### src/rtl/hermes_local_mux_pkg.sv
// hermes_local_mux_pkg: shared FSM state type and index-width helper for the local mux.
package hermes_local_mux_pkg;
   typedef enum logic {IDLE, LOCKED} mux_state_t;

   function automatic int src_w(input int n);
      return (n > 1) ? $clog2(n) : 1;
   endfunction
endpackage

### src/rtl/hermes_skid_buffer.sv
// hermes_skid_buffer: 2-entry FIFO with registered ready, cutting the sink-ready to source-ready path.
module hermes_skid_buffer #(
   parameter int DATA_SIZE = 33
) (
   input  logic                 clk_i,
   input  logic                 rst_ni,
   input  logic                 rx_i,
   output logic                 rx_ack_o,
   input  logic [DATA_SIZE-1:0] data_i,
   output logic                 tx_o,
   input  logic                 tx_ack_i,
   output logic [DATA_SIZE-1:0] data_o
);
   logic [1:0]           r_cnt, w_cnt_n, w_idx;
   logic [DATA_SIZE-1:0] r_d0, r_d1;
   logic                 r_ready, w_push, w_pop;

   assign rx_ack_o = r_ready;
   assign tx_o     = r_cnt != 2'd0;
   assign data_o   = r_d0;
   assign w_push   = rx_i && r_ready;
   assign w_pop    = tx_o && tx_ack_i;
   assign w_cnt_n  = r_cnt + {1'b0, w_push} - {1'b0, w_pop};
   // slot the incoming entry lands in after this cycle's pop shifts the tail forward
   assign w_idx    = r_cnt - {1'b0, w_pop};

   always_ff @(posedge clk_i or negedge rst_ni) begin
      if (!rst_ni) begin
         r_cnt   <= '0;
         r_ready <= 1'b1;
         r_d0    <= '0;
         r_d1    <= '0;
      end else begin
         r_cnt   <= w_cnt_n;
         r_ready <= w_cnt_n != 2'd2;
         if (w_pop) r_d0 <= r_d1;
         if (w_push && w_idx == 2'd0) r_d0 <= data_i;
         if (w_push && w_idx == 2'd1) r_d1 <= data_i;
      end
   end
endmodule

### src/rtl/hermes_local_mux.sv
// hermes_local_mux: packet-granular round-robin mux of N_SRC Hermes senders onto the router local port.
module hermes_local_mux
   import hermes_local_mux_pkg::*;
#(
   parameter int FLIT_SIZE = 32,
   parameter int N_SRC     = 2,
   parameter int CNT_W     = 16
) (
   input  logic                       clk_i,
   input  logic                       rst_ni,
   input  logic [N_SRC-1:0]           src_tx_i,
   input  logic [N_SRC-1:0]           src_eop_i,
   input  logic [N_SRC*FLIT_SIZE-1:0] src_data_i,
   output logic [N_SRC-1:0]           src_credit_o,
   output logic                       noc_tx_o,
   output logic                       noc_eop_o,
   output logic [FLIT_SIZE-1:0]       noc_data_o,
   input  logic                       noc_credit_i,
   output logic [N_SRC*CNT_W-1:0]     pkt_cnt_o,
   output logic                       busy_o
);
   localparam int SRC_W = src_w(N_SRC);

   mux_state_t           r_state, w_state_n;
   logic [SRC_W-1:0]     r_owner, r_last, w_gnt, w_k;
   logic [CNT_W-1:0]     r_pkt_cnt [N_SRC];
   logic                 w_ready, w_acc, w_eop, w_req;
   logic [FLIT_SIZE-1:0] w_data;

   assign w_req        = (r_state == IDLE) && |src_tx_i;
   assign w_eop        = src_eop_i[r_owner];
   assign w_data       = src_data_i[int'(r_owner)*FLIT_SIZE +: FLIT_SIZE];
   assign w_acc        = (r_state == LOCKED) && src_tx_i[r_owner] && w_ready;
   assign src_credit_o = (r_state == LOCKED) ? (N_SRC'(w_ready) << r_owner) : '0;
   assign busy_o       = (r_state == LOCKED) || noc_tx_o;

   // searched from farthest to nearest so the first requester after r_last wins
   always_comb begin
      w_gnt = r_last;
      w_k   = r_last;
      for (int i = N_SRC; i >= 1; i--) begin
         w_k = SRC_W'((int'(r_last) + i) % N_SRC);
         if (src_tx_i[w_k]) w_gnt = w_k;
      end
   end

   always_ff @(posedge clk_i or negedge rst_ni) begin
      if (!rst_ni) r_state <= IDLE;
      else         r_state <= w_state_n;
   end

   always_comb begin
      w_state_n = r_state;
      if (w_req) w_state_n = LOCKED;
      if (w_acc && w_eop) w_state_n = IDLE;
   end

   always_ff @(posedge clk_i or negedge rst_ni) begin
      if (!rst_ni) begin
         r_owner <= '0;
         r_last  <= SRC_W'(N_SRC - 1);
         for (int i = 0; i < N_SRC; i++) r_pkt_cnt[i] <= '0;
      end else begin
         if (w_req) r_owner <= w_gnt;
         if (w_acc && w_eop) begin
            r_last             <= r_owner;
            r_pkt_cnt[r_owner] <= r_pkt_cnt[r_owner] + CNT_W'(1);
         end
      end
   end

   for (genvar g = 0; g < N_SRC; g++) begin : g_cnt
      assign pkt_cnt_o[g*CNT_W +: CNT_W] = r_pkt_cnt[g];
   end

   hermes_skid_buffer #(
      .DATA_SIZE(FLIT_SIZE + 1)
   ) u_skid (
      .clk_i   (clk_i),
      .rst_ni  (rst_ni),
      .rx_i    (w_acc),
      .rx_ack_o(w_ready),
      .data_i  ({w_eop, w_data}),
      .tx_o    (noc_tx_o),
      .tx_ack_i(noc_credit_i),
      .data_o  ({noc_eop_o, noc_data_o})
   );
endmodule

### config.mk
export PLATFORM = sky130hd
export DESIGN_NAME = hermes_local_mux
export DESIGN_NICKNAME = d
export VERILOG_FILES = /design/src/rtl/hermes_local_mux_pkg.sv /design/src/rtl/hermes_skid_buffer.sv /design/src/rtl/hermes_local_mux.sv
export SDC_FILE = /design/constraint.sdc
export NUM_CORES = 1
export LEC_CHECK = 0
export BUFFER_PORTS_ARGS = -buffer_cell sky130_fd_sc_hd__buf_4
export CAP_MARGIN = 20
export CORE_MARGIN = 3
export CORE_UTILIZATION = 40
export DETAILED_ROUTE_END_ITERATION = 6
export SYNTH_ARGS = -nofsm -noshare
export SYNTH_HDL_FRONTEND = slang
export SYNTH_SLANG_ARGS = --single-unit
### constraint.sdc
create_clock -name clk_i -period 6.4 [get_ports clk_i]
set_clock_uncertainty 0.1 [all_clocks]
set_input_delay 1.92 -clock clk_i [delete_from_list [all_inputs] [get_ports clk_i]]
set_output_delay 1.92 -clock clk_i [all_outputs]
set_load 0.02 [all_outputs]
== After elaboration in Yosys (flattened, before gate mapping) ==
Cells that the tools add are included.

* Add/subtract/negate cells: 6
* Order comparisons: 5
* Equality and inequality tests: 2
* Shift operators: 2
* Mux-type cells: 21
* Bitwise logic cells: 2
* Reduce and logical (&&, ||, !) cells: 15

{| class="wikitable"
|+ Operators by type and width
! operator !! number
|-
| 33-bit 2-to-1 mux || 2
|-
| 16-bit 2-to-1 mux || 4
|-
| 64-bit by 7-bit indexed part select with 32-bit output || 1
|-
| 32-bit bitwise mux || 1
|-
| 16-bit by 1-bit adder with 16-bit output, second input constant || 1
|-
| 16-bit demux with 1-bit select || 1
|-
| 1-bit 2-to-1 mux || 12
|-
| 1-bit logical AND || 9
|-
| 1-bit by 2-bit less-than comparator with 1-bit output, second input constant || 3
|-
| 2-bit nonzero test || 3
|-
| 2-bit by 1-bit subtractor with 2-bit output || 2
|-
| 1-bit adder, second input constant || 2
|-
| 2-bit by 1-bit adder with 2-bit output || 1
|-
| 2-bit by 1-bit == test with 1-bit output, second input constant || 1
|-
| 2-bit >= comparator, second input constant || 1
|-
| 2-bit zero test || 1
|-
| 2-bit by 1-bit less-than comparator with 1-bit output, second input constant || 1
|-
| 2-bit 2-to-1 mux || 1
|-
| 2-bit inequality test, second input constant || 1
|-
| 1-bit inverter with 2-bit output || 1
|-
| 2-bit OR reduction || 1
|-
| 1-bit by 1-bit << shifter with 2-bit output || 1
|-
| 1-bit logical OR || 1
|-
| 1-bit inverter || 1
|}

* Register bits after elaboration: 104
* Input bits: 71
* Output and inout port bits: 69
* Logic and storage cells: 62

== Logic depth before layout (Yosys ltp) ==
* Depth in word-level cells: 8
* Depth in mapped cells: 10

== Hierarchy ==
Synthesis repeated with hierarchy kept, for this count alone.

* Cell total of the unflattened synthesis: 476
* Area total of the unflattened synthesis: 5201.2 um^2

{| class="wikitable"
|+ By module, submodules not included
! module !! times used !! cells an instance !! area each (um^2) !! sequential area each (um^2)
|-
| hermes_skid_buffer || 1 || 273 || 2957.8 || 1727.9
|-
| hermes_local_mux || 1 || 203 || 2243.4 || 877.1
|}

== Least setup slack after synthesis ==
No wires, ideal clock.

* Path kind: flip-flop to output port
* Start: register r_owner
* End: output port src_credit_o[0]
* Arrival: 1243 ps
* Slack: 3137 ps
* Stages on the path, launching flop included: 6
* Cell sequence: dfrtp_1 buf_2 buf_6 buf_6 buf_2 nor2_1

* Word-level cells in the longest chain between the ends: 2

{| class="wikitable"
|+ Ends and longest elaborated chain
! element !! line !! source
|-
| from (decl) || hermes_local_mux.sv:25 || <nowiki>logic [SRC_W-1:0] r_owner, r_last, w_gnt, w_k;</nowiki>
|-
| from (signal assigned) || hermes_local_mux.sv:64 || <nowiki>if (w_req) r_owner <= w_gnt;</nowiki>
|-
| 1-bit by 1-bit << shifter with 2-bit output || hermes_local_mux.sv:34 || <nowiki>assign src_credit_o = (r_state == LOCKED) ? (N_SRC'(w_ready) << r_owner) : '0;</nowiki>
|-
| 2-bit 2-to-1 mux || hermes_local_mux.sv:34 ||
|-
| to (decl) || hermes_local_mux.sv:14 || <nowiki>output logic [N_SRC-1:0] src_credit_o,</nowiki>
|}

Every way passes these cells.

== Worst setup path after layout ==
* Start: input port noc_credit_i
* End: register u_skid.r_d1[2]

* Word-level cells in the longest chain between the ends: 4

{| class="wikitable"
|+ Ends and longest elaborated chain
! element !! line !! source
|-
| from (decl) || hermes_local_mux.sv:18 || <nowiki>input logic noc_credit_i,</nowiki>
|-
| 1-bit logical AND || hermes_skid_buffer.sv:22 || <nowiki>assign w_pop = tx_o && tx_ack_i;</nowiki>
|-
| 2-bit by 1-bit subtractor with 2-bit output || hermes_skid_buffer.sv:25 || <nowiki>assign w_idx = r_cnt - {1'b0, w_pop};</nowiki>
|-
| 2-bit by 1-bit == test with 1-bit output || hermes_skid_buffer.sv:38 || <nowiki>if (w_push && w_idx == 2'd1) r_d1 <= data_i;</nowiki>
|-
| 1-bit logical AND || hermes_skid_buffer.sv:38 ||
|-
| to (signal assigned) || hermes_skid_buffer.sv:38 ||
|-
| to (decl) || hermes_skid_buffer.sv:15 || <nowiki>logic [DATA_SIZE-1:0] r_d0, r_d1;</nowiki>
|}

Every way passes these cells.
A chain may end at the register's enable or synchronous reset.

==> summary.md <==
| Metric | Value |
|---|---|
| Cell accounting for the most synthesized area | `sky130_fd_sc_hd__dfrtp_1` |
| Arrival @ worst endpoint | `4.20 ns` |
| Crit-path max cell delay | `1.02 ns` |
| Warning count from the yosys run | `0` |
| Number of standard cells after synthesis | `435` |
| Antenna violations before repair | `0` |
| Count of unique library cells instantiated by Yosys | `46` |
| Total power consumption of the routed design | `3.00 mW` |
| Critical-path top delay cell | `sky130_fd_sc_hd__a221oi_4` |
| # nets final | `roughly 640` |
| Achievable clock frequency | `248 MHz` |
| First-pass GRT wire length | `19300 um` |
| Minimum clock period after layout | `4.03 ns` |
| Fraction of power spent switching nets | `0.386` |
| Dominant delay contributor by cell family on the critical path | `compound AO/OA/AOI/OAI gates` |
| Final Wtd Congestion | `a little over 0.8` |
| Critical path capture point type | `register` |
| Remaining antenna violation count | `0` |
| Setup fix buffers added after clock tree synthesis | `0` |
| Synthesis-stage register bit count | `104` |
| HPWL after detailed placement | `8260 um` |
| Share of power burned in registers | `0.367` |
| Worst supply voltage drop on vdd | `0.000246 V` |
| Aggregate global-route resource usage | `0.167` |
| Vias per cell | `5.07` |
| Count of standard-cell rows | `40` |
| Crit path required time | `6.57 ns` |
| Total I/O pin count | `140` |
| Maximum count of clock buffers along a single path | `2` |
| Final setup fails | `0` |
| Total vias in the final route | `3746` |
| Netlist Area Pre-Place | `5070 um^2` |
| RSZ-0062 raised after global routing | `no` |
| Commonest cells post-synth | `sky130_fd_sc_hd__dfrtp_1 (102), sky130_fd_sc_hd__mux2i_1 (102), sky130_fd_sc_hd__nor2_1 (38), sky130_fd_sc_hd__a21oi_1 (28), sky130_fd_sc_hd__xnor2_1 (25)` |
| Combinational Power Share | `0.448` |
| Beginning of the worst register-to-register path | `r_owner` |
| Number of DRC violations after detailed-routing iteration 0 | `roughly 200` |
| Number of global-route vias before repair | `3743` |
| Total number of clock tree sinks | `104` |
| Run status | `completed` |
| Detailed Routing Iterations Pass 1 | `5` |
| Final wirelength | `11700 um` |
| Avg WL per Cell | `15.9 um` |
| Clk pin slew, worst setup/hold paths | `~0.070 ns` |
| Synthesis-to-finish area growth | `28.4%` |
| Fraction of final layout cells sized beyond drive strength 1 | `0.322` |
| Initial core utilization | `0.415` |
| CP Class | `in2reg` |
| Worst slew margin | `0.179` |
| CTS buffer count | `9` |
| Start point of the critical path | `noc_credit_i` |
| Max-slew violation count | `0` |
| Die Height | `between 100 and 150 um` |
| Number of flops mapped to enable cells by yosys | `0` |
| Area share of the leading cell type in the synthesized netlist | `0.504` |
| Library cell used as clock root buffer | `sky130_fd_sc_hd__clkbuf_16` |
| Buf+Inv Stages, Crit Path | `2` |
| Top area cells in the synthesized netlist | `sky130_fd_sc_hd__dfrtp_1 (50%), sky130_fd_sc_hd__mux2i_1 (20%), sky130_fd_sc_hd__xnor2_1 (4.3%)` |
| Source-to-sink clock delay at the later pin of the worst-skew pair | `0.33 ns` |
| Most frequent CP cell | `sky130_fd_sc_hd__buf_4` |
| GRT Residual Overflow | `0` |
| Clock tree from TritonCTS | `done` |
| Number of levels the H-tree was split into | `3` |
| Origin of the worst min-delay path | `pkt_cnt_o[15]` |
| Ys async rst share | `1.00` |
| Core utilization of the finished layout | `0.533` |
| Antenna cells | `0` |
| Maximum number of pins on one net before global-route repair | `63` |
| Crit share post-route | `0.630` |
| Startpoint class of the critical path | `primary input` |
| Power per Cell Area | `461 nW/um^2` |
| Area of the placeable core | `about 12000 um^2` |
| Die Width | `roughly 120 um` |
| Residual DRC | `0` |
| Maximum Capacitance Violations | `0` |
| Cell Chain, Critical Path | `buf_4 -> or3b_1 -> a221oi_4 -> buf_4 -> nor2_1 -> a21oi_2` |
| Portion of the post-synthesis area used by sequential elements | `0.514` |
| Total nets after synthesis | `around 510` |
| Clock group share of total power | `0.184` |
| Post-cts repair resize count | `0` |
| TNS Setup | `0 ns` |
| Internal power | `between 1.5 and 2 mW` |
| Largest driver fanout on the critical path | `34` |
| Switch Pwr | `1.16 mW` |
| Total die area | `14100 um^2` |
| Kind of path behind the tightest hold check | `reg2reg` |
| Post-Synthesis Mean Instance Area | `11.6 um^2` |
| Leak Pwr | `3.12 nW` |
| Dominant synthesized flop cell | `sky130_fd_sc_hd__dfrtp_1` |
| Actual transition at the worst max-transition pin | `1.23 ns` |
| Fin. Hold Viols | `0` |
| Number of buffers added to fix hold violations after cts | `0` |
| # port buffers | `139` |
==> cell usage in the layout (no fill, tap or decap), types with 2 or more instances in the layout <==
master | netlist | routed
sky130_fd_sc_hd__a21oi_1 | 28 | 28
sky130_fd_sc_hd__nor2_1 | 38 | 38
sky130_fd_sc_hd__mux2i_1 | 102 | 102
sky130_fd_sc_hd__nand4_1 | 9 | 9
sky130_fd_sc_hd__buf_4 | 9 | 143
sky130_fd_sc_hd__clkbuf_1 | 0 | 2
sky130_fd_sc_hd__o21ai_0 | 4 | 4
sky130_fd_sc_hd__dfstp_2 | 2 | 2
sky130_fd_sc_hd__nand4b_1 | 2 | 2
sky130_fd_sc_hd__clkbuf_16 | 0 | 9
sky130_fd_sc_hd__dfrtp_1 | 102 | 101
sky130_fd_sc_hd__a31oi_1 | 2 | 2
sky130_fd_sc_hd__nand2_1 | 18 | 17
sky130_fd_sc_hd__and3_1 | 3 | 3
sky130_fd_sc_hd__inv_6 | 0 | 2
sky130_fd_sc_hd__nand2b_1 | 2 | 2
sky130_fd_sc_hd__o2111ai_1 | 2 | 2
sky130_fd_sc_hd__xnor2_1 | 25 | 25
sky130_fd_sc_hd__nand3_1 | 20 | 20
sky130_fd_sc_hd__a21oi_2 | 7 | 7
sky130_fd_sc_hd__ha_1 | 2 | 2
sky130_fd_sc_hd__mux2_2 | 5 | 5
sky130_fd_sc_hd__nor3_1 | 3 | 3
sky130_fd_sc_hd__inv_1 | 7 | 7
sky130_fd_sc_hd__a221oi_1 | 2 | 2
sky130_fd_sc_hd__nand3b_1 | 4 | 4
==> worst reg2reg max path: stages (launching register included) <==
cell                       delay, ns
sky130_fd_sc_hd__dfrtp_2        0.59
sky130_fd_sc_hd__buf_4          0.61
sky130_fd_sc_hd__nand2_1        0.24
sky130_fd_sc_hd__a221oi_4       1.06
sky130_fd_sc_hd__buf_4          0.52
sky130_fd_sc_hd__nor2_1         0.11
sky130_fd_sc_hd__a21oi_2        0.12
==> state kept, by name (all words and copies together) (netlist names) <==
name / count
r_state: 1
r_owner: 1
pkt_cnt_o: 32
u_skid.r_cnt: 2
r_last: 1
u_skid.data_o: 33
u_skid.rx_ack_o: 1
u_skid.r_d1: 33
==> path summary, 6_finish.rpt <==
kind,slack (ns),endpoint,cells past startpoint
max,2.37,u_skid.r_d1[2],6
min,0.38,pkt_cnt_o[15],1
max reg2reg,3.00,u_skid.r_d1[2],6
min reg2reg,0.38,pkt_cnt_o[15],1
max in group asynchronous,3.59,u_skid.r_d1[15],2
min in group asynchronous,1.55,u_skid.data_o[18],1
==> routing by layer <==
| metal | vias up | part of all wire | track usage | wire length [um] |
|---|---|---|---|---|
| li1 | 1806 | - | - | - |
| met1 | 1798 | 0.46 | 0.235 | 5400 |
| met2 | 131 | 0.46 | 0.258 | 5370 |
| met3 | 11 | 0.069 | 0.0407 | 805 |
| met4 | 0 | 0.013 | 0.0449 | 158 |
| met5 | - | 0 | 0 | 0 |
==> cell type report <==
cell class	instances	area, um^2
fill	1139	5710
sequential	104	2610
multi-input combinational	299	2260
timing repair buffer	145	1100
clock buffer	11	233
tap	168	210
clock inverter	5	63.8
inverter	7	26.3
==> through the flow <==
stage / worst slack (ns) / hold slack (ns) / cells / cell area [um^2]
after global routing: 2.14 / 0.401 / 739 / 6500
final: 2.37 / 0.383 / 739 / 6500
after detailed placement: 2.00 / 0.369 / 721 / 6180
after floorplan: 3.14 / 0.379 / 435 / 5070
after CTS: 2.35 / 0.387 / 737 / 6470
after global placement: 2.07 / 0.362 / 721 / 6180
==> cells by family after synthesis <==
kind of cell / count (synthesis) / synth area share
compound gates: 56 / 0.0753
mux: 107 / 0.213
xor+xnor: 26 / 0.0449
buf+inv: 32 / 0.0422
fa+ha+maj: 2 / 0.00494
simple gates: 108 / 0.106
flops: 104 / 0.514
==> power by group through the flow <==
stage / Sequential [mW] / Combinational, mW / Clock [mW]
global route: 1.14 / 1.47 / 0.592
detailed placement: 1.12 / 1.36 / 0
finish: 1.10 / 1.34 / 0.553
global placement: 1.11 / 1.32 / 0
CTS: 1.11 / 1.36 / 0.565
floorplan: 1.22 / 0.807 / 0
Note: power is estimated with default switching activity, not from simulation.
